## src/rtl/mult_operand_sequencer_pkg.sv

```systemverilog
// Shared constants and FSM encoding for the multiplier operand sequencer
// and its sibling sequencer stages.
package mult_operand_sequencer_pkg;

  localparam int unsigned DEF_DATA    = 256;
  localparam int unsigned DEF_ADDR    = 2;
  localparam int unsigned DEF_TIMEOUT = 1024;

  typedef enum logic [2:0] {
    ST_IDLE,
    ST_RD,
    ST_CAP,
    ST_START,
    ST_WAIT,
    ST_WR
  } seq_state_e;

endpackage

```

## src/rtl/mult_operand_sequencer_if.sv

```systemverilog
// Command, dual-port RAM, multiplier and status bundle of the operand sequencer.
// The master modport is the sequencer side.
interface mult_operand_sequencer_if
  import mult_operand_sequencer_pkg::*;
#(
  parameter int unsigned DATA = DEF_DATA,
  parameter int unsigned ADDR = DEF_ADDR
) ();

  logic            cmd_valid;
  logic            cmd_ready;
  logic [ADDR-1:0] cmd_src_a;
  logic [ADDR-1:0] cmd_src_b;
  logic [ADDR-1:0] cmd_dst;

  logic            ram_a_w;
  logic [ADDR-1:0] ram_a_adbus;
  logic [DATA-1:0] ram_a_data_in;
  logic [DATA-1:0] ram_a_data_out;
  logic            ram_b_w;
  logic [ADDR-1:0] ram_b_adbus;
  logic [DATA-1:0] ram_b_data_in;
  logic [DATA-1:0] ram_b_data_out;

  logic            mul_start;
  logic [DATA-1:0] mul_op_a;
  logic [DATA-1:0] mul_op_b;
  logic            mul_done;
  logic [DATA-1:0] mul_result;

  logic            busy;
  logic            done;
  logic            err;

  modport master (
    input  cmd_valid, cmd_src_a, cmd_src_b, cmd_dst,
    input  ram_a_data_out, ram_b_data_out, mul_done, mul_result,
    output cmd_ready, ram_a_w, ram_a_adbus, ram_a_data_in,
    output ram_b_w, ram_b_adbus, ram_b_data_in,
    output mul_start, mul_op_a, mul_op_b, busy, done, err
  );

  modport slave (
    output cmd_valid, cmd_src_a, cmd_src_b, cmd_dst,
    output ram_a_data_out, ram_b_data_out, mul_done, mul_result,
    input  cmd_ready, ram_a_w, ram_a_adbus, ram_a_data_in,
    input  ram_b_w, ram_b_adbus, ram_b_data_in,
    input  mul_start, mul_op_a, mul_op_b, busy, done, err
  );

endinterface

```

## src/rtl/seq_timeout_ctr.sv

```systemverilog
// Loadable down-counter used by the sequencer stages to bound handshake waits.
// expired_o is high while the count sits at zero.
module seq_timeout_ctr #(
  parameter int unsigned TIMEOUT = 1024
) (
  input  logic clk,
  input  logic rst,
  input  logic load_i,
  input  logic dec_i,
  output logic expired_o
);

  localparam int unsigned CW = $clog2(TIMEOUT);

  logic [CW-1:0] cnt_q, cnt_d;

  always_comb begin
    cnt_d = cnt_q;
    if (load_i) begin
      cnt_d = CW'(TIMEOUT - 1);
    end else if (dec_i && (cnt_q != '0)) begin
      cnt_d = cnt_q - 1'b1;
    end
  end

  always_ff @(posedge clk or posedge rst) begin
    if (rst) begin
      cnt_q <= '0;
    end else begin
      cnt_q <= cnt_d;
    end
  end

  assign expired_o = (cnt_q == '0);

endmodule

```

## src/rtl/mult_operand_sequencer.sv

```systemverilog
// Reads two operands from the dual-port RAM, runs one field multiplication
// through the start/done handshake and writes the product back via port A.
module mult_operand_sequencer
  import mult_operand_sequencer_pkg::*;
#(
  parameter int unsigned DATA    = DEF_DATA,
  parameter int unsigned ADDR    = DEF_ADDR,
  parameter int unsigned TIMEOUT = DEF_TIMEOUT
) (
  input logic                      clk,
  input logic                      rst,
  mult_operand_sequencer_if.master bus
);

  seq_state_e      state_q, state_d;
  logic [ADDR-1:0] src_a_q, src_a_d, src_b_q, src_b_d, dst_q, dst_d;
  logic [DATA-1:0] op_a_q, op_a_d, op_b_q, op_b_d, res_q, res_d;
  logic            err_q, err_d, done_q, done_d;
  logic            tmo_load, tmo_dec, tmo_expired;

  logic            cmd_ready, ram_a_w, mul_start;
  logic [ADDR-1:0] ram_a_adbus, ram_b_adbus;
  logic [DATA-1:0] ram_a_data_in;

  seq_timeout_ctr #(.TIMEOUT(TIMEOUT)) u_timeout (
    .clk       (clk),
    .rst       (rst),
    .load_i    (tmo_load),
    .dec_i     (tmo_dec),
    .expired_o (tmo_expired)
  );

  // Addresses and write data are gated by state so every idle output reads zero.
  always_comb begin
    state_d       = state_q;
    src_a_d       = src_a_q;
    src_b_d       = src_b_q;
    dst_d         = dst_q;
    op_a_d        = op_a_q;
    op_b_d        = op_b_q;
    res_d         = res_q;
    err_d         = err_q;
    done_d        = 1'b0;
    tmo_load      = 1'b0;
    tmo_dec       = 1'b0;
    cmd_ready     = 1'b0;
    ram_a_w       = 1'b0;
    ram_a_adbus   = '0;
    ram_b_adbus   = '0;
    ram_a_data_in = '0;
    mul_start     = 1'b0;
    unique case (state_q)
      ST_IDLE: begin
        cmd_ready = 1'b1;
        if (bus.cmd_valid) begin
          src_a_d = bus.cmd_src_a;
          src_b_d = bus.cmd_src_b;
          dst_d   = bus.cmd_dst;
          err_d   = 1'b0;
          state_d = ST_RD;
        end
      end
      ST_RD: begin
        ram_a_adbus = src_a_q;
        ram_b_adbus = src_b_q;
        state_d     = ST_CAP;
      end
      ST_CAP: begin
        op_a_d  = bus.ram_a_data_out;
        op_b_d  = bus.ram_b_data_out;
        state_d = ST_START;
      end
      ST_START: begin
        mul_start = 1'b1;
        tmo_load  = 1'b1;
        state_d   = ST_WAIT;
      end
      ST_WAIT: begin
        if (bus.mul_done) begin
          res_d   = bus.mul_result;
          state_d = ST_WR;
        end else if (tmo_expired) begin
          err_d   = 1'b1;
          state_d = ST_IDLE;
        end else begin
          tmo_dec = 1'b1;
        end
      end
      ST_WR: begin
        ram_a_w       = 1'b1;
        ram_a_adbus   = dst_q;
        ram_a_data_in = res_q;
        done_d        = 1'b1;
        state_d       = ST_IDLE;
      end
      default: state_d = ST_IDLE;
    endcase
  end

  always_ff @(posedge clk or posedge rst) begin
    if (rst) begin
      state_q <= ST_IDLE;
      src_a_q <= '0;
      src_b_q <= '0;
      dst_q   <= '0;
      op_a_q  <= '0;
      op_b_q  <= '0;
      res_q   <= '0;
      err_q   <= 1'b0;
      done_q  <= 1'b0;
    end else begin
      state_q <= state_d;
      src_a_q <= src_a_d;
      src_b_q <= src_b_d;
      dst_q   <= dst_d;
      op_a_q  <= op_a_d;
      op_b_q  <= op_b_d;
      res_q   <= res_d;
      err_q   <= err_d;
      done_q  <= done_d;
    end
  end

  assign bus.cmd_ready     = cmd_ready;
  assign bus.ram_a_w       = ram_a_w;
  assign bus.ram_a_adbus   = ram_a_adbus;
  assign bus.ram_a_data_in = ram_a_data_in;
  assign bus.ram_b_w       = 1'b0;
  assign bus.ram_b_adbus   = ram_b_adbus;
  assign bus.ram_b_data_in = '0;
  assign bus.mul_start     = mul_start;
  assign bus.mul_op_a      = op_a_q;
  assign bus.mul_op_b      = op_b_q;
  assign bus.busy          = (state_q != ST_IDLE);
  assign bus.done          = done_q;
  assign bus.err           = err_q;

endmodule

```

## src/flat_wrapper.sv

```systemverilog
// flat-port wrapper written by rule: the top's interface ports become plain ports
module mult_operand_sequencer_flat import mult_operand_sequencer_pkg::*;
#(
  parameter int unsigned DATA    = DEF_DATA,
  parameter int unsigned ADDR    = DEF_ADDR,
  parameter int unsigned TIMEOUT = DEF_TIMEOUT
)
  (clk, rst, bus_cmd_valid, bus_cmd_src_a, bus_cmd_src_b, bus_cmd_dst, bus_ram_a_data_out, bus_ram_b_data_out, bus_mul_done, bus_mul_result, bus_cmd_ready, bus_ram_a_w, bus_ram_a_adbus, bus_ram_a_data_in, bus_ram_b_w, bus_ram_b_adbus, bus_ram_b_data_in, bus_mul_start, bus_mul_op_a, bus_mul_op_b, bus_busy, bus_done, bus_err);
  mult_operand_sequencer_if #(.DATA(DATA), .ADDR(ADDR)) bus_i ();
  input logic clk;
  input logic rst;
  input wire logic [$bits(bus_i.cmd_valid)-1:0] bus_cmd_valid;
  input wire logic [$bits(bus_i.cmd_src_a)-1:0] bus_cmd_src_a;
  input wire logic [$bits(bus_i.cmd_src_b)-1:0] bus_cmd_src_b;
  input wire logic [$bits(bus_i.cmd_dst)-1:0] bus_cmd_dst;
  input wire logic [$bits(bus_i.ram_a_data_out)-1:0] bus_ram_a_data_out;
  input wire logic [$bits(bus_i.ram_b_data_out)-1:0] bus_ram_b_data_out;
  input wire logic [$bits(bus_i.mul_done)-1:0] bus_mul_done;
  input wire logic [$bits(bus_i.mul_result)-1:0] bus_mul_result;
  output wire logic [$bits(bus_i.cmd_ready)-1:0] bus_cmd_ready;
  output wire logic [$bits(bus_i.ram_a_w)-1:0] bus_ram_a_w;
  output wire logic [$bits(bus_i.ram_a_adbus)-1:0] bus_ram_a_adbus;
  output wire logic [$bits(bus_i.ram_a_data_in)-1:0] bus_ram_a_data_in;
  output wire logic [$bits(bus_i.ram_b_w)-1:0] bus_ram_b_w;
  output wire logic [$bits(bus_i.ram_b_adbus)-1:0] bus_ram_b_adbus;
  output wire logic [$bits(bus_i.ram_b_data_in)-1:0] bus_ram_b_data_in;
  output wire logic [$bits(bus_i.mul_start)-1:0] bus_mul_start;
  output wire logic [$bits(bus_i.mul_op_a)-1:0] bus_mul_op_a;
  output wire logic [$bits(bus_i.mul_op_b)-1:0] bus_mul_op_b;
  output wire logic [$bits(bus_i.busy)-1:0] bus_busy;
  output wire logic [$bits(bus_i.done)-1:0] bus_done;
  output wire logic [$bits(bus_i.err)-1:0] bus_err;
  assign bus_i.cmd_valid = bus_cmd_valid;
  assign bus_i.cmd_src_a = bus_cmd_src_a;
  assign bus_i.cmd_src_b = bus_cmd_src_b;
  assign bus_i.cmd_dst = bus_cmd_dst;
  assign bus_i.ram_a_data_out = bus_ram_a_data_out;
  assign bus_i.ram_b_data_out = bus_ram_b_data_out;
  assign bus_i.mul_done = bus_mul_done;
  assign bus_i.mul_result = bus_mul_result;
  assign bus_cmd_ready = bus_i.cmd_ready;
  assign bus_ram_a_w = bus_i.ram_a_w;
  assign bus_ram_a_adbus = bus_i.ram_a_adbus;
  assign bus_ram_a_data_in = bus_i.ram_a_data_in;
  assign bus_ram_b_w = bus_i.ram_b_w;
  assign bus_ram_b_adbus = bus_i.ram_b_adbus;
  assign bus_ram_b_data_in = bus_i.ram_b_data_in;
  assign bus_mul_start = bus_i.mul_start;
  assign bus_mul_op_a = bus_i.mul_op_a;
  assign bus_mul_op_b = bus_i.mul_op_b;
  assign bus_busy = bus_i.busy;
  assign bus_done = bus_i.done;
  assign bus_err = bus_i.err;
  mult_operand_sequencer #(.DATA(DATA), .ADDR(ADDR), .TIMEOUT(TIMEOUT)) u_core (.clk(clk), .rst(rst), .bus(bus_i));
endmodule
```

## config.mk

```make
export PLATFORM = sky130hd
export DESIGN_NAME = mult_operand_sequencer_flat
export DESIGN_NICKNAME = d
export VERILOG_FILES = /design/src/rtl/mult_operand_sequencer_pkg.sv /design/src/rtl/mult_operand_sequencer_if.sv /design/src/rtl/seq_timeout_ctr.sv /design/src/rtl/mult_operand_sequencer.sv /design/src/flat_wrapper.sv
export SDC_FILE = /design/constraint.sdc
export NUM_CORES = 1
export LEC_CHECK = 0
export CORE_AREA = 10 10 694 696
export CTS_BUF_LIST = sky130_fd_sc_hd__clkbuf_16
export DETAILED_ROUTE_END_ITERATION = 12
export DIE_AREA = 0 0 704 706
export HOLD_SLACK_MARGIN = 0.02
export PLACE_DENSITY = 0.3
export SLEW_MARGIN = 20
export SYNTH_ARGS = -nofsm -noshare
export SYNTH_HDL_FRONTEND = slang
export SYNTH_SLANG_ARGS = --single-unit
```

## constraint.sdc

```tcl
create_clock -name clk -period 23.5 [get_ports clk]
set_input_delay 3.525 -clock clk [delete_from_list [all_inputs] [get_ports clk]]
set_output_delay 3.525 -clock clk [all_outputs]
set_load 0.005 [all_outputs]
```

# Word level (Yosys, flattened, before mapping)
# Index checks and enable logic that the tools add are counted.
# op_classes
add_sub_neg	1
n_eq_ne	9
muxes	19
n_reduce_logical	11
# ops
operator	count
2-to-1 mux 256 bit	1
2-to-1 mux 10 bit	2
case mux 3 bit (5 select lines)	1
logical NOT 10 bit	1
nonzero test 10 bit	1
subtractor 10 x 1 -> 10 bit, second input constant	1
2-to-1 mux 1 bit	9
2-to-1 mux 3 bit	3
equality test 3 x 2 -> 1 bit, second input constant	2
equality test 3 bit, second input constant	2
AND reduction 2 bit	3
!= test 2 bit, second input constant	2
case mux 2 bit (2 select lines)	1
AND reduction 4 bit	1
nonzero test 2 bit	2
equality test 3 x 1 -> 1 bit, second input constant	1
logical NOT 3 bit	1
!= test 3 x 2 -> 1 bit, second input constant	1
nonzero test 3 bit	1
2-to-1 mux 2 bit	1
!= test 2 x 1 -> 1 bit, second input constant	1
case mux 1 bit (2 select lines)	1
logical AND 1 bit	1
# totals
ff_bits	789
output_inout_bits	1035
elab_cells	50

# Logic depth before layout (Yosys ltp)
# Gate-level depths: netlist of run 1.
# depth
depth_word	7
ltp_mapped	7

# By module
# From an unflattened synthesis of run 1, not the netlist that was laid out.
# unflattened
cells_unflattened	2284
area_unflattened_um2	33649.8
# modules_own_cells
module	instances	cells_per_inst	area_per_inst_um2	seq_area_each_um2
mult_operand_sequencer	1	2214	33011.7	19493.7
seq_timeout_ctr	1	70	638.1	250.2

# Worst setup path before layout of run 1
# No wires, ideal clock.
# synth_timing
kind	input-to-reg
start	in bus_mul_done
end	reg u_core.u_timeout.cnt_q[7]
setup_ns	0.069
arrival_ns	5.100
slack_ns	18.332
path_stages	5
n_path_buf	1
cell_sequence	or4b_4 > or4_1 > buf_2 > or4_1 > nand3_1
# synth_between
elab_chain_len	4
# synth_rtl
item	line	text
start: declaration	flat_wrapper.sv:18	input wire logic [$bits(bus_i.mul_done)-1:0] bus_mul_done;
2-to-1 mux 1 bit	mult_operand_sequencer.sv:79	if (bus.mul_done) begin
2-to-1 mux 1 bit	mult_operand_sequencer.sv:52	unique case (state_q)
logical AND 1 bit	seq_timeout_ctr.sv:21	end else if (dec_i && (cnt_q != '0)) begin
nonzero test 2 bit (no line)	-	
end signal: assignment	seq_timeout_ctr.sv:30	cnt_q <= cnt_d;
end: declaration	seq_timeout_ctr.sv:15	logic [CW-1:0] cnt_q, cnt_d;
# No other way between the ends.
# A chain may end at the register's enable or synchronous reset.

# Worst setup path after layout of run 1
# layout_timing
start	reg u_core.state_q[2]
end	out bus_ram_a_data_in[81]
# layout_between
elab_chain_len	2
# layout_rtl
item	line	text
start: declaration	mult_operand_sequencer.sv:15	seq_state_e state_q, state_d;
start signal: assignment	mult_operand_sequencer.sv:112	state_q <= state_d;
equality test 3 bit	mult_operand_sequencer.sv:52	
2-to-1 mux 256 bit	mult_operand_sequencer.sv:52	
end: declaration	flat_wrapper.sv:23	output wire logic [$bits(bus_i.ram_a_data_in)-1:0] bus_ram_a_data_in;
# No other way between the ends.

==> results of run 1 <==
-- registers in the layout, indices dropped and copies added (netlist names) --
signal and flops:
u_core.bus.done 1, u_core.bus.err 1, u_core.bus.mul_op_a 256, u_core.bus.mul_op_b 256, u_core.dst_q 2, u_core.res_q 256, u_core.src_a_q 2, u_core.src_b_q 2
u_core.state_q 3, u_core.u_timeout.cnt_q 10
-- path summary, 6_finish.rpt --
check                                         startpoint  slack, ns                             endpoint  depth (start not counted)
max                        u_core.state_q[2]$_DFFE_PP0P_      15.90                bus_ram_a_data_in[81]                          6
min reg2reg                 u_core.res_q[39]$_DFFE_PP0P_       0.48         u_core.res_q[39]$_DFFE_PP0P_                          1
max reg2reg                u_core.state_q[2]$_DFFE_PP0P_      17.90  u_core.bus.mul_op_b[98]$_DFFE_PP0P_                          8
min                         u_core.res_q[39]$_DFFE_PP0P_       0.48         u_core.res_q[39]$_DFFE_PP0P_                          1
min in group asynchronous                            rst       3.27  u_core.bus.mul_op_b[98]$_DFFE_PP0P_                          2
max in group asynchronous                            rst      16.24        u_core.res_q[145]$_DFFE_PP0P_                          7
-- final cells by class --
type	instances	area, um^2	area share [%]
flip-flops and latches	789	19700	33.5
repair buffers	1585	15900	26.9
multi-input cells	1358	11800	20.0
well taps	6198	7750	13.2
clock buffers	123	3080	5.22
clock inverters	84	589	1.00
diodes	44	110	0.187
inverters	6	26.3	0.0446
-- placed cells by master (no fill, tap or decap), drive strengths merged, types with 3 or more instances in the layout --
cell,instances
clkdlybuf4s50,1555
dfrtp,789
mux2,774
and2,259
conb,257
clkbuf,123
clkinv,47
diode,44
inv,30
buf,30
nor2,8
nor3,7
bufinv,7
a21oi,6
clkinvlp,6
nor3b,6
o31ai,5
nand3,4
nand2b,3
or4,3
mux2i,3
nand3b,3
o21ai,3
or3,3
-- power by group --
group          total, mW  switching, mW  internal, mW  leakage (nW)
Clock               1.76          0.750          1.01          1.87
Sequential          2.61          0.563          2.05          9.37
Combinational       2.92           1.27          1.65          10.8
-- layer usage --
layer / GRT usage, % / up-vias / part of all wire (%)
met3: 3.40 / 368 / 7.7
met4: 2.10 / 50 / 2.4
met1: 10.5 / 13018 / 35
li1: - / 10523 / -
met5: 0 / - / 0.12
met2: 20.1 / 1226 / 55
-- cell families after synthesis --
| logic type | Yosys count | share of synthesized area, % |
|---|---|---|
| AO/OA/AOI/OAI | 17 | 0.315 |
| buffers and inverters | 384 | 7.51 |
| AND/OR/NAND/NOR | 306 | 5.79 |
| flip-flops | 789 | 59.8 |
| adder cells (fa/ha/maj) | 1 | 0.0379 |
| multiplexers | 777 | 26.5 |
| other | 1 | 0.0114 |
==> metrics.cfg, run 1 <==
[run_status]
status=finished clean

[routing]
dr.first_iter.drc_count=1052
first_pass_iters=5
drc_errors=0
drt-vias-per-instance=2.47
finalWirelength_um=268000
route.vias.total=25185
antenna_left=0
avgRoutedWirePerCell_um=26.3

[worst_setup_path]
cp_num_buf_inv=4
slowest_stage=buf_4
cp.arrival_ns=4.08
required_ns=19.98
critical_path.max_stage_delay_ns=0.71
path_class=reg -> out
cp_max_fo=156
cp_top_family=buffers and inverters
path_cells=inv_1 > nor2_4 > buf_12 > buf_4 > and2_1 > clkdlybuf4s50_1
cp-start-kind=flop
end_kind=primary output

[logic_synthesis]
ys_types=35
synth_commonest_cells=dfrtp_1, mux2_2, and2_1
syn_inst=2275
synth_ff_type=dfrtp_1
ys_ff_latch=789
ys_async_sr_fraction_pct=100
yosysTopAreaCell=dfrtp_1
yosysTopAreaCellShare_pct=59.8
synth-edff-count=0
synth_area_leaders=dfrtp_1, mux2_2, buf_4, and2_1, mux2_1
yosysMostFrequentCell=dfrtp_1
synth.cell_area_um2=33000
seq_area_frac_synth_pct=59.8
synth_area_per_cell_um2=14.5
synth.yosys.warnings=0

[grt]
grt_pass1_vias=27141
overflow=0
grt_usage_pct=10.3
antenna_found_initial=173
grt_pass1_wl_um=335000
grt_max_degree=157

[clock_tree]
cts_resized=0
clock-sinks=789
post_cts_buffers=0
holdBufCountCts=0
cts_buffers=121
clock_latency_ns=0.85
root_buffer=clkbuf_16
cts_tree=done
h-tree-depth=3
path_clk_slew_ns=0.06
cts_buffer_depth=4

[timing]
setup_ws_ns=15.90
setup_violations=0
drv_slew=0
period_needed_ns=7.60
hold_viol_final=0
setup_tns_ns=0
skew_ns=0.0756
fmaxAchievable_ghz=0.132
tightest_slew_ns=0.988
hold_slack_ns=0.479
finalCritPeriodShare_pct=32.4
rsz0062_at_grt=no
maxSlewHeadroom_pct=34.0

[floorplan]
io_pins=1813
start_util_pct=7.07
die_area_um2=497000
dieWidth_um=704
coreArea_um2=467000
die_h_um=706
fp-row-count=251

[pwr]
power.density_nw_per_um2=124
leakagePower_nw=22.0
ir_drop_mv=0.109
fin_total_pwr_mw=7.30

[place]
routabilityCongestion=0.981
placed_area_um2=55100
placed_cells=9936
dp_slack_ns=15.09
portBuffers=1555
dpl.hpwl_um=228000

[final_layout]
syn2layout_area_growth_pct=78.5
final_cells=10187
drive_above_1_share_pct=23.8
fillers=52838
final_util_pct=12.6
finish.net_count=4640
postLayoutCellArea_um2=58900

[worst_hold_path]
hold_class=reg -> reg

[flow_run]
maxCapViolCount=0

Power figures use the tool's default switching activity.
==> inputs of run 2 (changes only) <==
--- a/config.mk
+++ b/config.mk
@@ -5,10 +5,10 @@
 export SDC_FILE = /design/constraint.sdc
 export NUM_CORES = 1
 export LEC_CHECK = 0
-export CORE_AREA = 10 10 694 696
+export CORE_AREA = 10 10 697 699
 export CTS_BUF_LIST = sky130_fd_sc_hd__clkbuf_16
 export DETAILED_ROUTE_END_ITERATION = 12
-export DIE_AREA = 0 0 704 706
+export DIE_AREA = 0 0 707 709
 export HOLD_SLACK_MARGIN = 0.02
 export PLACE_DENSITY = 0.3
 export SLEW_MARGIN = 20
==> constraint.sdc (replaced) <==
create_clock -name clk -period 7.3 [get_ports clk]
set_input_delay 1.095 -clock clk [delete_from_list [all_inputs] [get_ports clk]]
set_output_delay 1.095 -clock clk [all_outputs]
set_load 0.005 [all_outputs]
==> run 2 against run 1 <==
Via count grew 1.3%. Register-to-register slack lost 14 ns. Non-clock buffer count rose by 4. Core utilization down 0.085 points. Critical path depth stayed put. Setup slack got worse by 14 ns. Wire length is 6.9% higher. Power grew to 3.3 times the previous value. Clock power grew to 3.2 times the previous value. Die area rose by 0.85%. First-iteration DRC count up 0.48%. Critical endpoint is now bus_ram_a_data_in[60]. Highest routed layer unchanged.
==> metrics.cfg, run 2 (synthesis results as in run 1) <==
[timing]
finalCritPeriodShare_pct=68.7
skew_ns=0.0730  ; -0.00259 ns
tightest_slew_ns=1.26  ; +0.273 ns
maxSlewHeadroom_pct=15.9  ; -18 points
setup_tns_ns=0  ; unchanged
period_needed_ns=5.01
setup_ws_ns=2.29  ; -13.61 ns
hold_viol_final=0  ; unchanged
drv_slew=0  ; unchanged
fmaxAchievable_ghz=0.199
rsz0062_at_grt=no
setup_violations=0  ; unchanged

[routing]
route.vias.total=25506  ; +1.3%
avgRoutedWirePerCell_um=28.0  ; +6.4%
finalWirelength_um=286000  ; +6.9%
first_pass_iters=5  ; unchanged
drc_errors=0  ; unchanged
antenna_left=0  ; unchanged
dr.first_iter.drc_count=1057  ; +0.48%
drt-vias-per-instance=2.49  ; +0.88%

[final_layout]
layout_common_cells=clkdlybuf4s50_1, dfrtp_1, mux2_2, and2_1, conb_1
drive_above_1_share_pct=24.3  ; +0.45 points
finish.net_count=4643  ; +0.065%
final_common_cell=clkdlybuf4s50_1
fillers=53115  ; +0.52%
syn2layout_area_growth_pct=78.9

[worst_setup_path]
crit_path_frequent_cell=buf_4
slowest_stage=buf_4
cp-start-kind=flop
path_class=reg -> out
cp_max_fo=127  ; -19%
required_ns=6.20  ; -13.78 ns
r2r_slack_ns=4.10  ; -13.80 ns
path_cells=inv_1 > nor2_4 > buf_4 > buf_4 > and2_1 > clkdlybuf4s50_1
r2r-start=u_core.state_q[2]$_DFFE_PP0P_
critical_path.max_stage_delay_ns=0.71  ; about the same
end_kind=primary output
rr_worst_depth=4  ; -4
cp.arrival_ns=3.92  ; -0.16 ns
reg2reg_to=u_core.res_q[78]$_DFFE_PP0P_

[place]
routabilityCongestion=0.891  ; -9.2%
dp_slack_ns=3.21  ; -11.89 ns
dpl.hpwl_um=247000  ; +8.3%
portBuffers=1555  ; unchanged

[clock_tree]
cts_buffer_depth=4  ; unchanged
cts_tree=done
holdBufCountCts=0  ; unchanged
cts_resized=0  ; unchanged
root_buffer=clkbuf_16
clock-sinks=789  ; unchanged
clock_latency_ns=0.87  ; +0.02 ns
h-tree-depth=3  ; unchanged
post_cts_buffers=0  ; unchanged
cts_buffers=120  ; -0.83%
path_clk_slew_ns=0.05  ; about the same

[grt]
grt_util_met2_pct=19.8  ; -0.36 points
grt_usage_pct=10.9  ; +0.58 points
top_usage_layer=met2
use_met1_pct=11.5  ; +1.0 points
grt_pass1_wl_um=351000  ; +4.8%
use_met3_pct=5.19  ; +1.8 points
grt_max_degree=144  ; -8.3%
overflow=0  ; unchanged
grt_pass1_vias=26957  ; -0.68%
antenna_found_initial=238  ; +38%

[floorplan]
fp-row-count=252  ; +0.40%
die_h_um=709  ; +0.42%
dieWidth_um=707  ; +0.43%
start_util_pct=7.01  ; -0.061 points
coreArea_um2=471000  ; +0.87%
io_pins=1813  ; unchanged
die_area_um2=501000  ; +0.85%

[pwr]
power.density_nw_per_um2=406  ; +230%
leakagePower_nw=22.1  ; +0.25%
ir_drop_mv=0.220  ; +100%

[worst_hold_path]
hold_class=reg -> reg
hold_start=u_core.res_q[171]$_DFFE_PP0P_
hold_end=u_core.res_q[171]$_DFFE_PP0P_
hold_path_depth=1  ; unchanged

[run_status]
status=finished clean

[flow_run]
maxCapViolCount=0  ; unchanged

==> run 2: cell types whose count changed in the layout (fill, tap and decap cells not counted), moves of 5 or more <==
cell and delta:
buf_2 +8, clkdlybuf4s50_1 -8, clkinv_2 +6, buf_12 +5
==> run 2: final cells by class <==
class                      count  area, um^2  share of cell area (%)
antenna                       46         115                   0.195
inverter                       6        26.3                  0.0445
clock buffer                 121        3030                    5.13
tap                         6223        7790                    13.2
clock inverter                95         654                    1.11
timing repair buffer        1589       15900                    26.9
sequential                   789       19700                    33.5
multi-input combinational   1358       11800                    19.9
==> run 2: power by group <==
part	switching (mW)	internal, mW	total [mW]	leakage (nW)
combinational	4.33	5.33	9.66	10.8
clock	2.49	3.20	5.68	1.89
sequential	2.00	6.60	8.59	9.37
total	8.81	15.1	23.9	22.1
==> run 2: layer usage <==
| layer | wire, um | vias up | share of wire [%] |
|---|---|---|---|
| met2 | 147000 | 1357 | 51 |
| li1 | - | 10574 | - |
| met5 | 513 | - | 0.18 |
| met1 | 102000 | 12986 | 36 |
| met3 | 30800 | 511 | 11 |
| met4 | 5560 | 78 | 1.9 |
==> run 2: per-stage QoR <==
stage	util, %	cells	power (mW)	cell area [um^2]	hold slack (ns)
final	12.5	10227	23.9	59000	0.496
after global routing	12.5	10186	25.4	58900	0.508
after CTS	12.5	10181	24.8	58900	0.501
after detailed placement	11.7	9965	18.7	55300	0.487
after global placement	11.7	9965	18.7	55300	0.481
after floorplan	-	2531	11.2	34000	0.449
==> run 2: how the worst max path moves through the flow <==
stage | slack [ns] | from | end
after global placement | 3.39 | u_core.state_q[1]$_DFFE_PP0P_ | bus_ram_a_data_in[57]
final | 2.29 | u_core.state_q[2]$_DFFE_PP0P_ | bus_ram_a_data_in[60]
after detailed placement | 3.21 | u_core.state_q[2]$_DFFE_PP0P_ | bus_ram_a_data_in[87]
after floorplan | -4.62 | rst | u_core.bus.done$_DFF_PP0_
after CTS | 2.17 | u_core.state_q[2]$_DFFE_PP0P_ | bus_ram_a_data_in[87]
after global routing | 1.92 | u_core.state_q[2]$_DFFE_PP0P_ | bus_ram_a_data_in[47]
==> run 2: worst max-delay path, delay by kind of cell, from the launching register on <==
family	cells	cell delay [ns]
buffers and inverters	4	1.81
AND/OR/NAND/NOR	2	0.45
flip-flops	1	0.63
